==> src/rtl/serial_subtractor.sv <==
// Bit-serial subtractor: computes a - b - bin one bit per clock, LSB first,
// through a single full-subtractor cell. Result and borrow are registered.
module serial_subtractor #(
  parameter int WIDTH = 8
) (
  input  logic             clk,
  input  logic             rst_n,
  input  logic             start,
  input  logic [WIDTH-1:0] a,
  input  logic [WIDTH-1:0] b,
  input  logic             bin,
  output logic             busy,
  output logic             done,
  output logic [WIDTH-1:0] diff,
  output logic             borrow
);

  localparam int CW = $clog2(WIDTH + 1);
  localparam logic [CW-1:0] LAST = CW'(WIDTH - 1);

  typedef enum logic [1:0] {IDLE, RUN, DONE} state_t;

  state_t           state;
  logic [WIDTH-1:0] sa, sb;
  logic             br;
  logic [CW-1:0]    cnt;

  logic ai, bi, d, br_next;

  assign ai      = sa[0];
  assign bi      = sb[0];
  assign d       = ai ^ bi ^ br;
  assign br_next = (~ai & bi) | (~ai & br) | (bi & br);

  always_ff @(posedge clk or negedge rst_n) begin
    if (!rst_n) begin
      state  <= IDLE;
      busy   <= 1'b0;
      done   <= 1'b0;
      diff   <= '0;
      borrow <= 1'b0;
      sa     <= '0;
      sb     <= '0;
      br     <= 1'b0;
      cnt    <= '0;
    end else begin
      case (state)
        IDLE, DONE: begin
          done <= 1'b0;
          if (start) begin
            sa    <= a;
            sb    <= b;
            br    <= bin;
            cnt   <= '0;
            state <= RUN;
            busy  <= 1'b1;
          end else begin
            state <= IDLE;
            busy  <= 1'b0;
          end
        end
        RUN: begin
          // start is deliberately not looked at here
          sa     <= sa >> 1;
          sb     <= sb >> 1;
          br     <= br_next;
          diff   <= {d, diff[WIDTH-1:1]};
          borrow <= br_next;
          cnt    <= cnt + CW'(1);
          if (cnt == LAST) begin
            state <= DONE;
            busy  <= 1'b0;
            done  <= 1'b1;
          end
        end
        default: begin
          state <= IDLE;
          busy  <= 1'b0;
          done  <= 1'b0;
        end
      endcase
    end
  end

endmodule

==> config.mk <==
export PLATFORM = sky130hd
export DESIGN_NAME = serial_subtractor
export DESIGN_NICKNAME = d
export VERILOG_FILES = /design/src/rtl/serial_subtractor.sv
export SDC_FILE = /design/constraint.sdc
export NUM_CORES = 1
export LEC_CHECK = 0
export BUFFER_PORTS_ARGS = -buffer_cell sky130_fd_sc_hd__buf_2
export CORE_MARGIN = 2
export CORE_UTILIZATION = 45
export DETAILED_ROUTE_END_ITERATION = 7
export PLACE_DENSITY = 0.75
export SETUP_SLACK_MARGIN = 0.4
export SYNTH_ARGS = -nofsm -noshare
export SYNTH_HDL_FRONTEND = slang
export SYNTH_SLANG_ARGS = --single-unit
==> constraint.sdc <==
create_clock -name clk -period 1.37 [get_ports clk]
set_clock_uncertainty 0.1 [all_clocks]
set_input_delay 0.0685 -clock clk [delete_from_list [all_inputs] [get_ports clk]]
set_output_delay 0.0685 -clock clk [all_outputs]
set_load 0.02 [all_outputs]
# [Word level (Yosys, flattened, before mapping)]
# Cells that the tools add are included.
[op_classes] add_sub_neg=1 n_eq_ne=5 n_mux=16 n_bitwise=8 n_reduce_logical=4
[op_table] op="8-bit case mux with 2 select lines" n=2
[op_table] op="8-bit two-way mux" n=2
[op_table] op="4-bit case mux with 2 select lines" n=1
[op_table] op="1-bit two-way mux" n=6
[op_table] op="4-bit by 1-bit adder with 4-bit output (second input constant)" n=1
[op_table] op="4-bit by 3-bit equality test with 1-bit output (second input constant)" n=1
[op_table] op="4-bit two-way mux" n=1
[op_table] op="2-bit != test (second input constant)" n=2
[op_table] op="1-bit case mux with 2 select lines" n=2
[op_table] op="2-bit case mux with 2 select lines" n=1
[op_table] op="1-bit AND" n=3
[op_table] op="2-bit by 1-bit equality test with 1-bit output (second input constant)" n=1
[op_table] op="2-bit equality test (second input constant)" n=1
[op_table] op="2-bit zero test" n=1
[op_table] op="2-bit two-way mux" n=1
[op_table] op="1-bit OR" n=2
[op_table] op="2-bit AND reduction" n=1
[op_table] op="2-bit nonzero test" n=1
[op_table] op="2-bit OR reduction" n=1
[op_table] op="1-bit bitwise XOR" n=2
[op_table] op="1-bit NOT" n=1
[totals] ff_bits=34 input_bits=20 output_inout_bits=11 word_cells=43

# [Depth between registers and ports, before layout]
[logic_depth] depth_word=5 depth_mapped=5 mapped_depth_nobuf=4

# [Least setup slack after synthesis]
# Ideal clock, no wire load.
[synth_timing] kind="register to register" startpoint="register done (netlist name)" endpoint="register sa[0]" setup_ps=126 arrival_ps=1166 setup_slack_ps=-22 stages_incl_launch_ff=5 period_less_slack_ps=1392 cell_sequence="dfrtp_1 -> and2b_4 -> buf_6 -> nor3_2 -> a221o_1"
[synth_lines] item="to (signal assigned)" line="64" text="sa <= sa >> 1;"
[synth_lines] item="to (decl)" line="24" text="logic [WIDTH-1:0] sa, sb;"

# [Worst setup path in the final report]
[layout_timing] startpoint="register state[0]" endpoint="register busy"
[layout_between] elab_chain_cells=3
[layout_rtl] item="from (decl)" line="23" text="state_t state;"
[layout_rtl] item="from (signal assigned)" line="37" text="state <= IDLE;"
[layout_rtl] item="from (signal assigned)" line="55" text="state <= RUN;"
[layout_rtl] item="from (signal assigned)" line="58" text="state <= IDLE;"
[layout_rtl] item="2-bit equality test / 2-bit zero test (equally long branches)" line="47" text="case (state)"
[layout_rtl] item="2-bit OR reduction" line="47"
[layout_rtl] item="1-bit case mux with 2 select lines" line="47"
[layout_rtl] item="to (signal assigned)" line="56" text="busy <= 1'b1;"
[layout_rtl] item="to (signal assigned)" line="59" text="busy <= 1'b0;"
[layout_rtl] item="to (signal assigned)" line="72" text="busy <= 1'b0;"
[layout_rtl] item="to (decl)" line="12" text="output logic busy,"
# Parallel ways exist; a longest one is shown, timed or not.
# A chain may end at the register's enable or synchronous reset.

==> results.yml <==
outcome:
  status: "complete, but fails checks"
  failed_checks: "negative setup slack"
timing:
  fin_crit_ns: 1.39
  slew_viol_final: 0
  finalWorstSetupSlack_ns: -0.0237
  timing.final.crit_share_pct: 102
  max_slew_margin_pct: 75.5
  hold-worst-slack_ns: 0.0182
  max_freq_ghz: 0.718
  finalSetupViolations: 2
  rsz0062_at_grt: "yes"
  finalHoldViolCount: 0
  worst_pin_slew_ns: 0.366
pwr:
  p_total_mw: 5.22
  p_leak_nw: 1.19
  ir_drop_uv: 1080
  p_per_area_nw_per_um2: 2320
clocking:
  clk_path_buf_depth: 2
  numClockSinks: 33
  cts_max_level: 2
  cts_tree: "done"
  cts_made_buffers: 5
  path_clk_slew_ns: 0.10
  clock-root-buffer: "clkbuf_4"
  clock_latency_ns: 0.33
worst_setup_path:
  cpLargestDelayFamily: "flip-flops"
  end_kind: "flip-flop"
  cp_num_cells: 4
  crit_arrival_ns: 1.52
  slowest_delay_ns: 0.42
  path_common_cell: "buf_4"
  crit_path_start_kind: "flip-flop"
  reg2reg_depth: 4
  critPathMaxFanout: 5
  slowest_stage: "dfrtp_1"
  critical_path_class: "flip-flop to flip-flop"
  crit_required_ns: 1.50
  crit_chain: "buf_4, and2b_2, buf_4, a31o_2"
  critPathBufInv: 2
routing:
  vias: 1195
  wl_per_cell_um: 14.3
  drtIter0Drc: 22
  via_per_inst: 4.96
  post-route-drc-count: 0
  first_pass_iters: 5
  ant_nets: 0
  wl_um: 3440
die:
  fp.dieArea_sq_um: 3630
  ios: 31
  die_w_um: 60.2
  num_rows: 20
  dieHeight_um: 60.2
  core_sq_um: 3030
  start_util_pct: 47.0
global_route:
  overflow: 0
  grtUsageTotal_pct: 20.5
  grt_max_degree: 17
  grt_pass1_vias: 1216
  grt_first_pass_wirelength_um: 5330
  antenna_found_initial: 0
synthesis:
  yosysSeqAreaShare_pct: 58.0
  synth_top_area_share_pct: 58.0
  syn_area_sq_um: 1420
  yosys.area.top_type: "dfrtp_1"
  synth_nets: 140
  syn_avg_cell_area_sq_um: 12.1
  synth_seq_cells: 33
  yosysWarnings: 0
  synth_cell_types: 24
  synth_cells: 118
  synthTopCellsByArea: "dfrtp_1 58%, a22o_1 9.9%, a21o_1 7.4%"
layout:
  drive_gt1_share_pct: 47.2
  fin_nets: 218
  syn2layout_area_growth_pct: 58.1
  multi_input_area_sq_um: 621
  layout_commonest_cell: "dfrtp_1"
  final_cell_mix: "32 x dfrtp_1, 19 x buf_2, 19 x buf_4"
  fillerInstances: 218
  layout.cells.non_filler: 241
  ff_latch_area_sq_um: 827
  num_antenna_cells: 0
placement:
  dp_hpwl_um: 2010
  place_inst: 193
  portBuffers: 30
  pre_cts_ws_ns: 0.00591
  gp_congestion: 0.705
min_path:
  hold_depth: 3
  worstHoldPathType: "input pin to flip-flop"
job:
  cap_violations: 0
-- timing repair --
| action | in CTS | in global routing |
|---|---|---|
| buffers inserted | 16 | 3 |
| setup endpoints to repair | 44 | 44 |
| hold endpoints to repair | 50 | 0 |
| resized for setup | 37 | 16 |
| pin swaps | 8 | 3 |
| gates cloned | 2 | 1 |
| hold buffers | 18 | 0 |
-- metal layers --
metal	vias up	part of all wire [%]	GRT usage (%)
li1	572	-	-
met2	30	56	38.2
met1	590	40	22.7
met5	-	0	0
met4	0	0.67	4.76
met3	3	3.9	5.84
-- kinds of logic after synthesis --
group,after synthesis,synth area share (%)
multiplexers,4,2.90
flip-flops,33,58.0
AO/OA/AOI/OAI,34,19.3
XOR/XNOR,1,0.616
adder cells (fa/ha/maj),2,2.29
AND/OR/NAND/NOR,36,12.1
buffers and inverters,8,4.75
-- through the flow --
stage / cell area (sq um) / setup TNS [ns] / util [%]
after floorplan: 1430 / 0 / -
after detailed placement: 1660 / 0 / 54.9
after global placement: 1660 / 0 / 54.9
final: 2250 / -0.0248 / 74.3
after global routing: 2250 / -0.369 / 74.3
after CTS: 2160 / -0.000101 / 71.4
-- worst min-delay path, stage by stage --
cell,delay (ns)
buf_2,0.09
and2b_2,0.20
nor2_1,0.06
-- sequential cells by signal (all words and copies together), names as in the netlist --
signal  count
diff        8
borrow      1
state       1
sa          8
br          1
sb          8
done        1
busy        1
cnt         4
-- synthesized netlist by cell type (all sizes together) --
| cell type | instances |
|---|---|
| ha | 1 |
| nor2 | 3 |
| and2b | 2 |
| nand2 | 26 |
| buf | 6 |
| a21o | 14 |
| fa | 1 |
| nor3 | 1 |
| nand3b | 1 |
| a31o | 1 |
| a22o | 16 |
| nand4 | 1 |
| mux2 | 1 |
| o21ai | 2 |
| mux2i | 3 |
| clkbuf | 1 |
| nand2b | 2 |
| inv | 1 |
| dfrtp | 33 |
| xnor2 | 1 |
| a221o | 1 |
-- final cells by class --
| type | count | share of cell area (%) |
|---|---|---|
| clock buffer | 7 | 2.89 |
| clock inverter | 1 | 0.222 |
| inverter | 1 | 0.167 |
| multi-input combinational | 79 | 27.6 |
| sequential | 33 | 36.8 |
| tap | 44 | 2.45 |
| timing repair buffer | 76 | 29.9 |
-- final timing paths --
check,startpoint,endpoint,slack [ns]
setup / recovery,state[0],busy,-0.02
hold / removal,start,cnt[0],0.02
setup reg to reg,state[0],busy,-0.02
hold reg to reg,sb[6],sb[6],0.39
max in group asynchronous,rst_n,cnt[1],0.67
min in group asynchronous,rst_n,diff[3],0.04
-- report_power, final --
part           internal (mW)  leakage (nW)  switching, mW
Combinational           1.61         0.736           1.29
Sequential              1.41         0.414          0.299
Clock                  0.297        0.0413          0.321
Power figures use the tool's default switching activity.
